## src/rtl/axi_id_order_tracker.sv

```systemverilog
// axi_id_order_tracker
// Tracks outstanding AXI transactions per ID together with the routing select
// they were issued with. A new push on an ID that still has outstanding
// transactions under a different select is stalled, so responses on one ID
// can never be reordered across two downstream routes. Pops never backpressure;
// a pop that would drive a counter negative clamps the counter at zero and
// raises a one-cycle error pulse.
module axi_id_order_tracker #(
    parameter int unsigned IdBits        = 3,
    parameter int unsigned MaxTransPerId = 7,
    parameter int unsigned MaxTransTotal = 16,
    parameter int unsigned NumPop        = 2,
    parameter type         select_t      = logic,
    localparam int unsigned NoIds        = 2**IdBits,
    localparam int unsigned CntW         = $clog2(MaxTransPerId + 1),
    localparam int unsigned TotW         = $clog2(MaxTransTotal + 1)
) (
    input  logic                           clk_i,
    input  logic                           rst_ni,
    input  logic                           push_valid_i,
    output logic                           push_ready_o,
    input  logic [IdBits-1:0]              push_id_i,
    input  select_t                        push_sel_i,
    input  logic [NumPop-1:0]              pop_valid_i,
    input  logic [NumPop-1:0][IdBits-1:0]  pop_id_i,
    input  logic [IdBits-1:0]              lookup_id_i,
    output logic                           lookup_taken_o,
    output select_t                        lookup_sel_o,
    output logic [CntW-1:0]                lookup_cnt_o,
    output logic [TotW-1:0]                total_cnt_o,
    output logic                           full_o,
    output logic                           empty_o,
    output logic                           pop_err_o
);

    // Width able to count every pop port hitting one ID in a single cycle.
    localparam int unsigned PopW = $clog2(NumPop + 1);
    // Width holding cnt + push and the pop count without overflow.
    localparam int unsigned ArW  = ((CntW > PopW) ? CntW : PopW) + 1;
    // Width holding the sum of legal pops across all IDs (at most total + 1).
    localparam int unsigned SumW = TotW + 1;

    logic [CntW-1:0] r_cnt [NoIds];
    select_t         r_sel [NoIds];
    logic [TotW-1:0] r_total;
    logic            r_pop_err;

    logic            w_full;
    logic            w_push_ready;
    logic            w_push_acc;
    logic [NoIds-1:0] w_push_hit;
    logic [NoIds-1:0] w_underflow;
    logic [PopW-1:0] w_pops_hit [NoIds];
    logic [ArW-1:0]  w_avail    [NoIds];
    logic [CntW-1:0] w_cnt_nxt  [NoIds];
    logic [SumW-1:0] w_legal_pops;
    logic [TotW-1:0] w_total_nxt;

    assign w_full     = (r_total == TotW'(MaxTransTotal));
    assign w_push_acc = push_valid_i && w_push_ready;

    // Push admission from registered state only: same-select ordering, per-ID limit, global limit.
    always_comb begin
        w_push_ready = 1'b0;
        if (((r_cnt[push_id_i] == '0) || (r_sel[push_id_i] == push_sel_i)) &&
            (r_cnt[push_id_i] < CntW'(MaxTransPerId)) && !w_full) begin
            w_push_ready = 1'b1;
        end else begin
            w_push_ready = 1'b0;
        end
    end

    // Per-ID net change: count pop hits, clamp underflow at zero, accumulate legal pops.
    always_comb begin
        w_push_hit   = '0;
        w_underflow  = '0;
        w_legal_pops = '0;
        for (int i = 0; i < NoIds; i++) begin
            w_pops_hit[i] = '0;
            w_avail[i]    = '0;
            w_cnt_nxt[i]  = r_cnt[i];
        end
        for (int i = 0; i < NoIds; i++) begin
            w_push_hit[i] = w_push_acc && (push_id_i == IdBits'(i));
            for (int k = 0; k < NumPop; k++) begin
                if (pop_valid_i[k] && (pop_id_i[k] == IdBits'(i))) begin
                    w_pops_hit[i] = w_pops_hit[i] + PopW'(1);
                end else begin
                    w_pops_hit[i] = w_pops_hit[i];
                end
            end
            w_avail[i] = ArW'(r_cnt[i]) + ArW'(w_push_hit[i]);
            if (ArW'(w_pops_hit[i]) > w_avail[i]) begin
                // Excess pops are discarded; only the available ones count as legal.
                w_underflow[i] = 1'b1;
                w_cnt_nxt[i]   = '0;
                w_legal_pops   = w_legal_pops + SumW'(w_avail[i]);
            end else begin
                w_underflow[i] = 1'b0;
                w_cnt_nxt[i]   = CntW'(w_avail[i] - ArW'(w_pops_hit[i]));
                w_legal_pops   = w_legal_pops + SumW'(w_pops_hit[i]);
            end
        end
        w_total_nxt = TotW'(SumW'(r_total) + SumW'(w_push_acc) - w_legal_pops);
    end

    // State registers: per-ID counters and selects, running total, error pulse.
    always_ff @(posedge clk_i or negedge rst_ni) begin
        if (!rst_ni) begin
            for (int i = 0; i < NoIds; i++) begin
                r_cnt[i] <= '0;
                r_sel[i] <= '0;
            end
            r_total   <= '0;
            r_pop_err <= 1'b0;
        end else begin
            for (int i = 0; i < NoIds; i++) begin
                r_cnt[i] <= w_cnt_nxt[i];
                if (w_push_hit[i]) begin
                    r_sel[i] <= push_sel_i;
                end else begin
                    r_sel[i] <= r_sel[i];
                end
            end
            r_total   <= w_total_nxt;
            r_pop_err <= |w_underflow;
        end
    end

    assign push_ready_o   = w_push_ready;
    assign lookup_cnt_o   = r_cnt[lookup_id_i];
    assign lookup_sel_o   = r_sel[lookup_id_i];
    assign lookup_taken_o = (r_cnt[lookup_id_i] != '0);
    assign total_cnt_o    = r_total;
    assign full_o         = w_full;
    assign empty_o        = (r_total == '0);
    assign pop_err_o      = r_pop_err;

endmodule

```

## config.mk

```make
export PLATFORM = sky130hd
export DESIGN_NAME = axi_id_order_tracker
export DESIGN_NICKNAME = d
export VERILOG_FILES = /design/src/rtl/axi_id_order_tracker.sv
export SDC_FILE = /design/constraint.sdc
export NUM_CORES = 1
export LEC_CHECK = 0
export CAP_MARGIN = 20
export CORE_MARGIN = 3
export CORE_UTILIZATION = 45
export CTS_BUF_LIST = sky130_fd_sc_hd__clkbuf_2
export CTS_CLUSTER_DIAMETER = 120
export DETAILED_ROUTE_END_ITERATION = 8
export HOLD_SLACK_MARGIN = 0.08
export PLACE_DENSITY = 0.6
export SYNTH_ARGS = -nofsm -noshare
export SYNTH_HDL_FRONTEND = slang
export SYNTH_SLANG_ARGS = --single-unit
```

## constraint.sdc

```tcl
create_clock -name clk_i -period 11.5 [get_ports clk_i]
set_clock_uncertainty 0.1 [all_clocks]
set_input_delay 2.3 -clock clk_i [delete_from_list [all_inputs] [get_ports clk_i]]
set_output_delay 2.3 -clock clk_i [all_outputs]
set_load 0.005 [all_outputs]
```

==> flow_summary.toml, run 1 <==
[route]
vias = 3673
dr.pass1.iters = 4
initialDrtViolationCount = 155
drc = 0
drt-vias-per-instance = 5.101
wl_per_cell_um = 14.79
wl_um = 10650
antenna_left = 0

[power_and_ir_drop]
cellPowerDensity_mw_per_mm2 = 329.9
p_leak_uw = 0.002883
irDropWorstVdd_mv = 0.6916
total_power_uw = 1868

[worst_setup_path]
crit_family = "adder cells"
critPathSlowestCell = "mux4_1"
end_kind = "flop"
r2r_cells = 31
critPathKind = "input port to flop"
arrival_ps = 11220
worst_ep_required_time_ps = 11710
path_max_fanout = 5
path_buf_inv = 3
worst-path-stages = 32
worst_setup_path_start_kind = "input port"
cpPeakStageDelay_ps = 590

[layout]
layout_common_cells = "96 x ha_1, 75 x inv_1, 47 x nor2_1"
nets = 711
final_area_mm2 = 0.005662
fillers = 968
diodes = 0
multi_input_area_mm2 = 0.003795
syn2layout_area_growth_pct = 12.76
final_common_cell = "ha_1"
fin_cells = 720
drive_above_1_share = 0.1147
seqCellArea_um2 = 950.9

[global_route]
grt_pass1_vias = 3665
grt_usage = 0.1769
grt-ovfl-total = 0
grt_max_degree = 39
grt_antenna_before_repair = 0
grt_pass1_wl_um = 17950

[timing]
layout_min_cycle_time_ps = 11010
final_hold_viol_count = 0
max_slew_margin = 0.2730
setup_viol = 0
timing.final.crit_share = 0.9577
max_freq_ghz = 0.09080
rsz0062_at_grt = "no"
drv_slew = 0
whs_ps = 465.9
tightestPinTransition_ps = 1084

[flow_run]
cap_viol_max_count = 0

[yosys]
avgSynthCellArea_um2 = 9.656
ys_types = 58
yosysSeqAreaShare = 0.1894
synth_top_area_share = 0.2392
synth_area_mm2 = 0.005021
synthCells = 520
synth_seq_cells = 38
synth_edf_count = 0
synthTopCellsByArea = "ha_1 24%, dfrtp_1 19%, inv_1 5.6%"
ys_async_sr_fraction = 1.000
synthFlopType = "dfrtp_1"
yosys_warnings = 0
synth.largest_area_cell = "ha_1"

[placement]
dp_hpwl_um = 9275
dp_cells = 712
port_buffers = 31
post_dp_cell_area_mm2 = 0.005597
gp_congestion = 0.9389

[die]
fp.dieW_um = 111.6
die_area_mm2 = 0.01246
core_area_mm2 = 0.01060
initial_core_util = 0.4736
rows = 37
io_pins = 32
die_y_um = 111.6

[status]
run_status = "finished, final reports clean"

[clock_network]
ctsHtreeMaxLevel = 2
cts.sinks = 38
cts_buffers = 5
clkTransAtPathRegs_ps = 200
insertion_delay_ps = 400
cts_buffer_depth = 2
cts_tree = "done"
cts_root_buf = "clkbuf_2"

[worst_hold_path]
hold_depth = 1
min_path_type = "flop to flop"
-- synthesized netlist by cell type, types with 2 or more instances --
cell type / instances
nor3_1: 6
and3_1: 2
and2_1: 3
mux2_4: 9
o211ai_1: 2
nand4_1: 5
o21ai_0: 8
fa_1: 14
xnor2_1: 26
o22ai_2: 4
clkbuf_1: 2
o21ai_2: 3
mux2_2: 5
o211a_1: 2
xor2_1: 16
nor2b_1: 7
mux4_2: 12
nand3b_1: 3
nand2_1: 27
ha_1: 96
a211oi_1: 5
inv_1: 75
nand2b_1: 7
or2_1: 3
nor2_1: 47
mux2i_1: 9
dfrtp_1: 38
a21oi_1: 34
a21o_1: 12
mux4_1: 2
nand3_1: 9
-- layout make-up --
class                      instances  share of cell area
inverter                          76             0.05039
clock inverter                     3            0.007072
timing repair buffer              43             0.06983
tap                              136             0.03006
sequential                        38              0.1680
clock buffer                       5            0.004420
multi-input combinational        419              0.6703
-- repair_timing --
action | in CTS | in global routing
gates resized for setup | 0 | 1
setup endpoints to repair | 0 | 1
hold buffers | 0 | 0
buffers inserted | 0 | 0
-- through the flow --
stage,setup TNS [ps],setup slack [ps],utilization
global placement,0,194.8,0.5279
detailed placement,-36.43,-36.43,0.5279
floorplan,0,986.4,-
global route,0,59.50,0.5340
CTS,0,391.0,0.5340
finish,0,486.7,0.5340
-- layer usage --
metal	up-vias	share of wire	wire length (um)	track usage
li1	1871	-	-	-
met1	1725	0.46	4862	0.2316
met2	67	0.49	5200	0.3078
met3	10	0.037	399	0.02283
met4	0	0.017	183	0.04785
met5	-	0	0	0
-- kinds of logic (layout without fill, tap and decap cells) --
| kind of cell | after synthesis | after routing | share of synthesized area |
|---|---|---|---|
| adders and majority gates | 110 | 110 | 0.2950 |
| DFF | 38 | 38 | 0.1894 |
| AOI/OAI and AO/OA | 78 | 78 | 0.1099 |
| and+or+nand+nor | 130 | 130 | 0.1333 |
| xor gates and xnor gates | 43 | 43 | 0.07775 |
| muxes | 38 | 38 | 0.1248 |
| other | 1 | 20 | 0.0007469 |
| buffers and inverters | 82 | 127 | 0.06903 |
-- flip-flops by register name, summed over array words and instances (netlist names) --
register,cells
r_sel,8
total_cnt_o,5
r_cnt,24
pop_err_o,1
-- where the power goes --
group	switching (uW)	leakage [uW]	internal, uW	total [uW]
clock	47.4	0.0000427	36.1	83.5
sequential	67.6	0.000476	215	283
combinational	729	0.00236	773	1500
-- final timing paths --
kind / start / to / slack [ps]
max: push_id_i[2] / total_cnt_o[4] / 490
min reg2reg: r_sel[2] / r_sel[2] / 470
min in group asynchronous: rst_ni / r_cnt[20] / 1900
max reg2reg: r_cnt[21] / total_cnt_o[4] / 2540
min: r_sel[2] / r_sel[2] / 470
max in group asynchronous: rst_ni / pop_err_o / 8860
Power figures use the tool's default switching activity.
==> run 2: changes to the inputs <==
Settings changed: SETUP_SLACK_MARGIN from default to 0.4.
==> flow_summary.toml, run 2 (synthesized netlist as in run 1, its figures left out) <==
[layout]
final_common_cell = "ha_1"
seqCellArea_um2 = 950.9
diodes = 0
syn2layout_area_growth_pct = 14.50
multi_input_area_mm2 = 0.003842
largest_reg_flops = 24
layout_common_cells = "94 x ha_1, 75 x inv_1, 47 x nor2_1"
nets = 715
final_area_mm2 = 0.005749
fillers = 964
drive_above_1_share = 0.1310
regMostFlops = "r_cnt"

[placement]
gp_congestion = 0.9389
port_buffers = 31
post_dp_cell_area_mm2 = 0.005597
dp_hpwl_um = 9275

[timing]
rsz0062_at_grt = "no"
timing.final.crit_share = 0.9346
tightestPinTransition_ps = 1098
layout_min_cycle_time_ps = 10750
final_hold_viol_count = 0
setup_viol = 0
finalSetupTns_ps = 0
max_freq_ghz = 0.09304
max_slew_margin = 0.2636
drv_slew = 0

[worst_setup_path]
arrival_ps = 10960
worst_setup_path_start_kind = "input port"
cpPeakStageDelay_ps = 580
critPathSlowestCell = "fa_2"
end_kind = "flop"
worst_ep_required_time_ps = 11710
crit_family = "adder cells"
path_buf_inv = 7
path_max_fanout = 12
critPathKind = "input port to flop"

[clock_network]
cts_buffers = 5
cts_root_buf = "clkbuf_2"
insertion_delay_ps = 390
cts_hold_buffers = 0
ctsHtreeMaxLevel = 2
cts_tree = "done"
cts.sinks = 38
cts_buffer_depth = 2
clkTransAtPathRegs_ps = 200

[die]
die_y_um = 111.6
io_pins = 32
rows = 37
core_area_mm2 = 0.01060
die_area_mm2 = 0.01246
fp.dieW_um = 111.6
initial_core_util = 0.4736

[power_and_ir_drop]
total_power_uw = 1896
p_leak_uw = 0.002919
irDropWorstVdd_mv = 0.6921
cellPowerDensity_mw_per_mm2 = 329.8

[global_route]
grt-ovfl-total = 0
grt_antenna_before_repair = 0
grt_max_degree = 39
grt_usage = 0.1769
grt_pass1_vias = 3665
grt_pass1_wl_um = 17950

[route]
initialDrtViolationCount = 164
wl_um = 10780
antenna_left = 0
dr.pass1.iters = 5
vias = 3709
wl_per_cell_um = 14.88
drc = 0
drt-vias-per-instance = 5.123

[worst_hold_path]
min_path_type = "flop to flop"

[status]
run_status = "finished, final reports clean"

[flow_run]
cap_viol_max_count = 0
==> run 2: cell count changes in the layout (fill, tap and decap cells not counted), moves of 2 or more <==
cell     previous run  this run
o21ai_1             0         2
o22ai_2             4         2
o22ai_4             0         2
o21ai_0             8         6
ha_2                0         2
buf_4              12        14
buf_6               0         2
ha_1               96        94
==> run 2: layout make-up <==
type / instances / area share
clock buffer: 5 / 0.004353
clock inverter: 3 / 0.006964
inverter: 76 / 0.04962
multi-input combinational: 419 / 0.6683
sequential: 38 / 0.1654
tap: 136 / 0.02960
timing repair buffer: 47 / 0.07573
==> run 2: where the power goes <==
group	total (uW)	internal, uW	switching (uW)
logic	1530	791	739
registers	283	215	68.2
clock network	83.4	36.1	47.3
==> run 2: stage by stage <==
stage          hold slack (ps)  std cells  utilization  setup slack (ps)
6_report                 467.3        724       0.5423             752.0
5_1_grt                  496.1        724       0.5423             385.3
4_1_cts                  467.8        720       0.5340             470.6
3_5_place_dp             426.8        712       0.5279            -36.43
3_3_place_gp             417.9        712       0.5279             194.8
2_1_floorplan            398.8        539            -             986.4
==> run 2: worst reg2reg max path: cells and delay by family (launching register included) <==
kind,cells,cell delay (ps)
adder cells (fa/ha/maj),12,4650
AO/OA/AOI/OAI,6,1130
XOR/XNOR,5,1050
AND/OR/NAND/NOR,4,820
buffers and inverters,5,550
flip-flops,1,450
==> run 2: timing repair <==
item	CTS	global route
hold endpoints to repair	0	0
buffers inserted	0	4
endpoints found under the setup margin	1	1
gates resized for setup	1	15
pin swaps	0	7
==> run 2: routing by layer <==
layer | wire length, um | GRT usage | up-vias
li1 | - | - | 1877
met1 | 4934 | 0.2316 | 1751
met2 | 5257 | 0.3078 | 69
met3 | 383 | 0.02283 | 12
met4 | 200 | 0.04785 | 0
met5 | 0 | 0 | -
==> run 2: worst paths after layout <==
kind | slack [ps] | to | depth (start not counted) | start
min in group asynchronous | 1900 | r_cnt[20] | 1 | rst_ni
worst max-delay path | 750 | total_cnt_o[4] | 34 | push_id_i[1]
worst min register to register | 470 | r_sel[2] | 1 | r_sel[2]
max in group asynchronous | 8850 | pop_err_o | 1 | rst_ni
worst min-delay path | 470 | r_sel[2] | 1 | r_sel[2]
worst max register to register | 2690 | total_cnt_o[4] | 32 | total_cnt_o[1]
